--- src/rtl/vga_pkg.sv ---
// Shared constants and types for the Pong VGA pipeline.
// Mode encodings, default colours and the flash FSM state type.
package vga_pkg;

    localparam int CNT_W_DEF = 11;

    localparam logic [1:0] MODE_BLACK = 2'd0;
    localparam logic [1:0] MODE_FIELD = 2'd1;
    localparam logic [1:0] MODE_BARS  = 2'd2;

    localparam logic [11:0] BG_COLOR_DEF    = 12'h000;
    localparam logic [11:0] FG_COLOR_DEF    = 12'hFFF;
    localparam logic [11:0] FLASH_COLOR_DEF = 12'hF00;

    typedef enum logic {
        FL_IDLE  = 1'b0,
        FL_FLASH = 1'b1
    } flash_state_t;

endpackage

--- src/rtl/vga_flash_ctrl.sv ---
// Goal flash controller: counts frames from a goal pulse.
// A frame starts on each rising edge of vblnk.
module vga_flash_ctrl
    import vga_pkg::*;
#(
    parameter int FLASH_FRAMES = 16
) (
    input  logic pclk,
    input  logic rst_n,
    input  logic vblnk_in,
    input  logic goal_pulse,
    output logic flashing,
    output logic phase
);

    localparam int FW = $clog2(FLASH_FRAMES + 1);
    localparam logic [FW-1:0] RELOAD = FW'(FLASH_FRAMES);
    localparam logic [FW-1:0] ONE    = FW'(1);

    flash_state_t  state_q;
    flash_state_t  state_d;
    logic [FW-1:0] cnt_q;
    logic [FW-1:0] cnt_d;
    logic          vblnk_q;
    logic          frame_start;

    assign frame_start = vblnk_in & ~vblnk_q;

    always_ff @(posedge pclk or negedge rst_n) begin
        if (!rst_n) begin
            state_q <= FL_IDLE;
            cnt_q   <= '0;
            vblnk_q <= 1'b0;
        end else begin
            state_q <= state_d;
            cnt_q   <= cnt_d;
            vblnk_q <= vblnk_in;
        end
    end

    always_comb begin
        state_d = state_q;
        cnt_d   = cnt_q;
        unique case (state_q)
            FL_IDLE: begin
                if (goal_pulse) begin
                    state_d = FL_FLASH;
                    cnt_d   = RELOAD;
                end
            end
            FL_FLASH: begin
                // A goal in the same cycle as a frame start reloads only.
                if (goal_pulse) begin
                    cnt_d = RELOAD;
                end else if (frame_start) begin
                    if (cnt_q <= ONE) begin
                        state_d = FL_IDLE;
                        cnt_d   = '0;
                    end else begin
                        cnt_d = cnt_q - ONE;
                    end
                end
            end
            default: begin
                state_d = FL_IDLE;
                cnt_d   = '0;
            end
        endcase
    end

    assign flashing = (state_q == FL_FLASH);
    assign phase    = cnt_q[0];

endmodule

--- src/rtl/vga_playfield.sv ---
// Background stage: delays VGA timing by one pixel and paints
// black, the Pong playfield (with goal flash) or colour bars.
module vga_playfield
    import vga_pkg::*;
#(
    parameter int CNT_W        = CNT_W_DEF,
    parameter int COL_W        = 4,
    parameter int H_ACTIVE     = 800,
    parameter int V_ACTIVE     = 600,
    parameter int WALL_W       = 8,
    parameter int NET_W        = 4,
    parameter int NET_SEG_LOG2 = 4,
    parameter int FLASH_FRAMES = 16,
    parameter logic [3*COL_W-1:0] BG_COLOR    = BG_COLOR_DEF,
    parameter logic [3*COL_W-1:0] FG_COLOR    = FG_COLOR_DEF,
    parameter logic [3*COL_W-1:0] FLASH_COLOR = FLASH_COLOR_DEF
) (
    input  logic               pclk,
    input  logic               rst_n,
    input  logic [CNT_W-1:0]   hcount_in,
    input  logic               hsync_in,
    input  logic               hblnk_in,
    input  logic [CNT_W-1:0]   vcount_in,
    input  logic               vsync_in,
    input  logic               vblnk_in,
    input  logic [1:0]         mode,
    input  logic               goal_pulse,
    output logic [CNT_W-1:0]   hcount_out,
    output logic               hsync_out,
    output logic               hblnk_out,
    output logic [CNT_W-1:0]   vcount_out,
    output logic               vsync_out,
    output logic               vblnk_out,
    output logic [3*COL_W-1:0] rgb_out,
    output logic               flashing
);

    localparam logic [CNT_W-1:0] WALL_TOP = CNT_W'(WALL_W);
    localparam logic [CNT_W-1:0] WALL_BOT = CNT_W'(V_ACTIVE - WALL_W);
    localparam logic [CNT_W-1:0] NET_LO   = CNT_W'(H_ACTIVE/2 - NET_W/2);
    localparam logic [CNT_W-1:0] NET_HI   = CNT_W'(H_ACTIVE/2 + NET_W/2);

    logic               flash_on;
    logic               phase;
    logic               is_wall;
    logic               is_net;
    logic [2:0]         bar_idx;
    logic [3*COL_W-1:0] rgb_d;

    vga_flash_ctrl #(
        .FLASH_FRAMES (FLASH_FRAMES)
    ) u_flash (
        .pclk       (pclk),
        .rst_n      (rst_n),
        .vblnk_in   (vblnk_in),
        .goal_pulse (goal_pulse),
        .flashing   (flash_on),
        .phase      (phase)
    );

    assign is_wall = (vcount_in < WALL_TOP) || (vcount_in >= WALL_BOT);
    assign is_net  = (hcount_in >= NET_LO) && (hcount_in < NET_HI)
                   && !vcount_in[NET_SEG_LOG2];

    // Bar index = hcount*8/H_ACTIVE, counted as crossed thresholds.
    always_comb begin
        bar_idx = 3'd0;
        for (int k = 1; k < 8; k++) begin
            if (hcount_in >= CNT_W'((k * H_ACTIVE + 7) / 8))
                bar_idx = bar_idx + 3'd1;
        end
    end

    always_comb begin
        rgb_d = '0;
        if (hblnk_in || vblnk_in) begin
            rgb_d = '0;
        end else if (mode == MODE_BARS) begin
            rgb_d = {{COL_W{bar_idx[2]}},
                     {COL_W{bar_idx[1]}},
                     {COL_W{bar_idx[0]}}};
        end else if (mode == MODE_FIELD) begin
            if (is_wall || is_net)
                rgb_d = FG_COLOR;
            else if (flash_on && phase)
                rgb_d = FLASH_COLOR;
            else
                rgb_d = BG_COLOR;
        end
    end

    always_ff @(posedge pclk or negedge rst_n) begin
        if (!rst_n) begin
            hcount_out <= '0;
            hsync_out  <= 1'b0;
            hblnk_out  <= 1'b0;
            vcount_out <= '0;
            vsync_out  <= 1'b0;
            vblnk_out  <= 1'b0;
            rgb_out    <= '0;
            flashing   <= 1'b0;
        end else begin
            hcount_out <= hcount_in;
            hsync_out  <= hsync_in;
            hblnk_out  <= hblnk_in;
            vcount_out <= vcount_in;
            vsync_out  <= vsync_in;
            vblnk_out  <= vblnk_in;
            rgb_out    <= rgb_d;
            flashing   <= flash_on;
        end
    end

endmodule
--- config.mk ---
export PLATFORM = sky130hd
export DESIGN_NAME = vga_playfield
export DESIGN_NICKNAME = d
export VERILOG_FILES = /design/src/rtl/vga_pkg.sv /design/src/rtl/vga_flash_ctrl.sv /design/src/rtl/vga_playfield.sv
export SDC_FILE = /design/constraint.sdc
export NUM_CORES = 1
export LEC_CHECK = 0
export CAP_MARGIN = 5
export CORE_MARGIN = 5
export CORE_UTILIZATION = 44
export CTS_BUF_LIST = sky130_fd_sc_hd__clkbuf_16
export CTS_CLUSTER_SIZE = 8
export DETAILED_ROUTE_END_ITERATION = 12
export GPL_ROUTABILITY_DRIVEN = 0
export PLACE_DENSITY = 0.84
export SYNTH_ARGS = -nofsm -noshare
export SYNTH_HDL_FRONTEND = slang
export SYNTH_SLANG_ARGS = --single-unit
--- constraint.sdc ---
create_clock -name pclk -period 1.7 [get_ports pclk]
set_input_delay 0.17 -clock pclk [delete_from_list [all_inputs] [get_ports pclk]]
set_output_delay 0.17 -clock pclk [all_outputs]
set_load 0.1 [all_outputs]
Yosys cells after proc, flatten, opt, wreduce, memory -nomap -nowiden
Cells that the tools add are included.
{ "totals": {"regBits": 45, "inputBits": 31, "out_inout_bits": 39, "elab_cells": 66} }
{ "classes": {"add_sub_neg": 7, "order_cmp": 12, "eq_ne": 4, "muxes": 22, "bitwise_logic": 3, "n_reduce_logical": 8} }
{ "ops": {"columns": ["operator", "n"], "rows": [
  ["12-bit two-way mux", 5],
  ["11-bit by 9-bit >= comparator with 1-bit output (second input constant)", 4],
  ["11-bit by 10-bit >= comparator with 1-bit output (second input constant)", 3],
  ["5-bit two-way mux", 4],
  ["3-bit by 1-bit adder with 3-bit output (second input constant)", 6],
  ["3-bit two-way mux", 6],
  ["11-bit by 7-bit >= comparator with 1-bit output (second input constant)", 1],
  ["11-bit by 8-bit >= comparator with 1-bit output (second input constant)", 1],
  ["11-bit by 4-bit < comparator with 1-bit output (second input constant)", 1],
  ["11-bit by 9-bit < comparator with 1-bit output (second input constant)", 1],
  ["5-bit case mux with 2 select lines", 1],
  ["5-bit by 1-bit <= comparator with 1-bit output (second input constant)", 1],
  ["1-bit two-way mux", 5],
  ["5-bit by 1-bit subtractor with 5-bit output (second input constant)", 1],
  ["1-bit logical AND", 3],
  ["1-bit logical OR", 3],
  ["3-bit != test (second input constant)", 1],
  ["2-bit by 1-bit equality test with 1-bit output (second input constant)", 1],
  ["2-bit equality test (second input constant)", 1],
  ["2-bit != test (second input constant)", 1],
  ["1-bit inverter", 2],
  ["1-bit case mux with 2 select lines", 1],
  ["2-bit AND reduction", 1],
  ["1-bit bitwise AND", 1],
  ["1-bit logical NOT", 1]
]} }

Longest topological paths before layout
{ "depth": {"depth_word": 16, "ltp_mapped": 19, "mapped_depth_nobuf": 19} }

Cells and area by module
A second synthesis with hierarchy kept.
{ "unflattened": {"cells_unflattened": 172, "area_unflattened_um2": 1929.4} }
{ "modules_own_cells": {"columns": ["mod", "instances", "cells_per_inst", "area_each_um2", "seq_area_each_um2"], "rows": [
  ["vga_playfield", 1, 137, 1525.2, 750.7],
  ["vga_flash_ctrl", 1, 35, 404.1, 175.2]
]} }

Worst setup path before layout
OpenSTA, ideal clock, no wires.
{ "synth_path": {"path_type": "input port to flip-flop", "start": "input hcount_in[3]", "end": "register rgb_out[10]", "setup_time_ns": 0.082, "t_arrival_ns": 3.530, "required_ns": 1.618, "path_slack_ns": -1.912, "path_stages": 19, "cell_sequence": "buf_2 > o311ai_0 > nand2_1 > inv_1 > ha_1 > buf_2 > xor2_4 > ha_1 > xnor2_1 > a211oi_1 > o21a_1 > ha_1 > nand2_1 > nand2_1 > ha_1 > nand2_1 > xor2_1 > xnor3_1 > o22ai_1"} }
{ "synth_via": {"elab_chain_cells": 16, "word_cells_on_any_way": 29, "classes_between": "add/sub (6); order compare (9); mux (11); reduce/logical (3)"} }
{ "synth_rtl": {"columns": ["item", "line", "source"], "rows": [
  ["from (decl)", "vga_playfield.sv:20", "input logic [CNT_W-1:0] hcount_in,"],
  ["11-bit by 7-bit >= comparator with 1-bit output", "vga_playfield.sv:69", "if (hcount_in >= CNT_W'((k * H_ACTIVE + 7) / 8))"],
  ["1-bit two-way mux", "vga_playfield.sv:69", null],
  ["3-bit by 1-bit adder with 3-bit output", "vga_playfield.sv:70", "bar_idx = bar_idx + 3'd1;"],
  ["3-bit two-way mux", "vga_playfield.sv:69", null],
  ["3-bit by 1-bit adder with 3-bit output", "vga_playfield.sv:70", null],
  ["3-bit two-way mux", "vga_playfield.sv:69", null],
  ["3-bit by 1-bit adder with 3-bit output", "vga_playfield.sv:70", null],
  ["3-bit two-way mux", "vga_playfield.sv:69", null],
  ["3-bit by 1-bit adder with 3-bit output", "vga_playfield.sv:70", null],
  ["3-bit two-way mux", "vga_playfield.sv:69", null],
  ["3-bit by 1-bit adder with 3-bit output", "vga_playfield.sv:70", null],
  ["3-bit two-way mux", "vga_playfield.sv:69", null],
  ["3-bit by 1-bit adder with 3-bit output", "vga_playfield.sv:70", null],
  ["3-bit two-way mux", "vga_playfield.sv:69", null],
  ["12-bit two-way mux (*)", "vga_playfield.sv:78", "end else if (mode == MODE_BARS) begin"],
  ["12-bit two-way mux (*)", "vga_playfield.sv:76", "if (hblnk_in || vblnk_in) begin"],
  ["via rgb_d[10]", "vga_playfield.sv:48", "logic [3*COL_W-1:0] rgb_d;"],
  ["to (signal assigned)", "vga_playfield.sv:109", "rgb_out <= rgb_d;"],
  ["to (decl)", "vga_playfield.sv:34", "output logic [3*COL_W-1:0] rgb_out,"]
]} }
Mark *: on every way through the listed nets, which the timed path passes. The rest lies on a longest branch.
A chain may end at the register's enable or synchronous reset.

Final worst setup path
{ "layout_path": {"start": "input hcount_in[9]", "end": "register rgb_out[10]"} }
Same word-level chain as after synthesis.

==> results.toml <==
[run_status]
outcome = "finished, violations left"
violations = "negative setup slack"

[logic_synthesis]
synth_area_sq_um = 1830
ys_seq_area_share_pct = 49.2
synthDistinctLibCells = 48
yosys-top-cells-count = "dfrtp_1, nand2_1, nor2_1"
synth_top_area_cell = "dfrtp_1"
ys_ff_latch = 36
synth.most_common_cell = "dfrtp_1"
synthCells = 167
synth_top_area_share_pct = 49.2
syn_area_per_cell_sq_um = 11.0
synthesis.nets = 207
synth.area.top_cells = "dfrtp_1, ha_1, buf_4"
synthArstFlopShare_pct = 100
yosysWarningCount = 0
synth_edf_count = 0
ys.flop_type = "dfrtp_1"

[power_and_ir_drop]
pwr-share-seq_pct = 29.3
clockPowerShare_pct = 32.6
cellPowerDensity_nw_per_um2 = 955
switchingPower_w = 0.00116
leakagePower_nw = 1.50
p_sw_share_pct = 35.6
cellInternalPower_w = 0.00209
ir_drop_mv = 1.10
power_frac_comb_pct = 38.1

[timing]
final_max_slew_viol_count = 0
max_slew.worst_pin.slew_ns = 0.516
skew_ns = 0.00282
setup_viol = 5
max_slew_margin_pct = 65.1
fin_crit_ns = 3.08
hold_viol = 0
max_freq_mhz = 325
grt_setup_unrepaired = "true"
worst_slack_ns = -1.38
post-route-period-util_pct = 181

[route]
dr.pass1.iters = 5
vias = 2035
wire_per_inst_um = 23.5
drc_errors = 0
drt_iter0_drc = 130
drt-vias-per-instance = 5.99
ant_nets = 0
totalWireLength_um = 7990

[worst_hold_path]
hp-class = "input port to register"

[setup_path]
crit_top_cell = "ha_4"
critPathRequiredTime_ns = 1.91
path_max_fanout = 3
start_kind = "input port"
cp_top_family = "adder cells"
cpMaxStageDelayCell = "or2_4"
critPathKind = "input port to register"
endpoint_kind = "register"
worst-path-buf-inv = 2
path_cells = "buf_8, or2_4, nor3_2, o21a_1, buf_6, ha_4, xor2_4, ha_4, xnor2_2, a211oi_2, o21a_1, ha_4, nand2_4, nand2_4, ha_4, nand2_2, xor2_1, xnor3_1, o22ai_1"
slowest_delay_ns = 0.26
worstPathArrival_ns = 3.29

[clock_tree]
clock-sinks = 36
htree_levels = 2
ctsLongestPathBuffers = 2
cts-root-buf = "clkbuf_16"
clkTransAtPathRegs_ns = 0.06
cts_tree = "done"
clock_latency_ns = 0.29
cts-buffers-inserted = 5

[floorplan]
rows = 23
die_width_um = 74.5
io_pins = 70
die_area_sq_um = 5550
die_h_um = 74.5
core_area_sq_um = 4030
initial_utilization_pct = 45.4

[final_layout]
seq_area_sq_um = 906
antenna_cells = 0
layout-drive-gt1-share_pct = 52.8
nets = 329
final.fill_count = 174
area_growth_pct = 85.6
multi_input_area_sq_um = 1000
fin_util_pct = 84.3

[place]
portBuffers = 69
hpwl_um = 4210
post-place-ws_ns = -2.11

[global_route]
grt_max_degree = 37
antenna_found_initial = 0
grt_pass1_vias = 2146
grt_usage_pct = 29.1
overflow = 0
grt_pass1_wl_um = 11600

[run]
max_cap_violations = 0
[state kept, by name, indices dropped and copies added (netlist names)]
signal            flops
flashing              1
hblnk_out             1
hcount_out           11
hsync_out             1
rgb_out               3
u_flash.cnt_q         5
u_flash.flashing      1
u_flash.vblnk_q       1
vcount_out           11
vsync_out             1
[area by class of cell]
| cell class | instances | share of cell area (%) |
|---|---|---|
| well taps | 50 | 1.84 |
| clock inverters | 3 | 1.14 |
| repair buffers | 130 | 36.4 |
| flip-flops and latches | 36 | 26.7 |
| inverters | 6 | 0.663 |
| multi-input cells | 110 | 29.6 |
| clock buffers | 5 | 3.68 |
[metal layers]
metal | vias to the layer above | GRT usage (%) | part of all wire [%]
met4 | 0 | 14.2 | 6.2
met3 | 52 | 11.9 | 10
met1 | 986 | 31.1 | 33
li1 | 822 | - | -
met2 | 175 | 49.8 | 50
met5 | - | 0 | 0
[metrics by stage]
| stage | TNS [ns] | cell area (sq um) | power [W] | cells | hold WS [ns] |
|---|---|---|---|---|---|
| 2_1_floorplan | -3.22 | 1880 | 0.00157 | 167 | -0.126 |
| 3_3_place_gp | -4.66 | 2860 | 0.00188 | 308 | 0.420 |
| 3_5_place_dp | -5.37 | 2860 | 0.00191 | 308 | 0.442 |
| 4_1_cts | -2.96 | 3250 | 0.00306 | 333 | 0.0154 |
| 5_1_grt | -4.01 | 3400 | 0.00333 | 340 | 0.0785 |
| 6_report | -3.63 | 3400 | 0.00325 | 340 | 0.0818 |
[power groups by stage]
stage                     Clock, W  Combinational (W)  Sequential (W)
final                      0.00106            0.00124        0.000951
after global routing       0.00110            0.00128        0.000954
after CTS                  0.00103            0.00108        0.000944
after detailed placement         0           0.000955        0.000960
after global placement           0           0.000926        0.000957
after floorplan                  0           0.000351         0.00122
[worst paths after layout]
check / from / endpoint / slack (ns) / cells after the start
max: hcount_in[9] / rgb_out[10] / -1.38 / 19
min: hcount_in[4] / hcount_out[4] / 0.08 / 1
max reg2reg: u_flash.cnt_q[1] / u_flash.cnt_q[2] / -0.05 / 7
min reg2reg: u_flash.flashing / flashing / 0.45 / 0
max in group asynchronous: rst_n / u_flash.vblnk_q / 1.03 / 2
min in group asynchronous: rst_n / vcount_out[2] / 0.31 / 2
[cells by family after synthesis]
group | after synthesis | synth area share (%)
AND/OR/NAND/NOR | 54 | 15.7
AO/OA/AOI/OAI | 38 | 15.9
flip-flops | 36 | 49.2
buffers and inverters | 21 | 6.49
adder cells (fa/ha/maj) | 9 | 6.15
XOR/XNOR | 8 | 6.02
multiplexers | 1 | 0.547
[timing repair]
action,in CTS,in global routing
hold buffers,0,1
gates resized for setup,46,37
gates cloned,0,0
pin swaps,18,18
endpoints found under the hold margin,0,1
setup buffers,18,6
endpoints found under the setup margin,5,6
[layout by cell type, fill, tap and decap left out, drive strengths merged, types with 5 or more instances in the layout]
cell type      instances
buf                  103
clkbuf                 9
clkdlybuf4s50         21
dfrtp                 36
ha                     9
inv                    7
nand2                 15
nor2                  12
nor3                  10
o21a                   5
o21ai                 10
(Power assumes the default switching activity.)
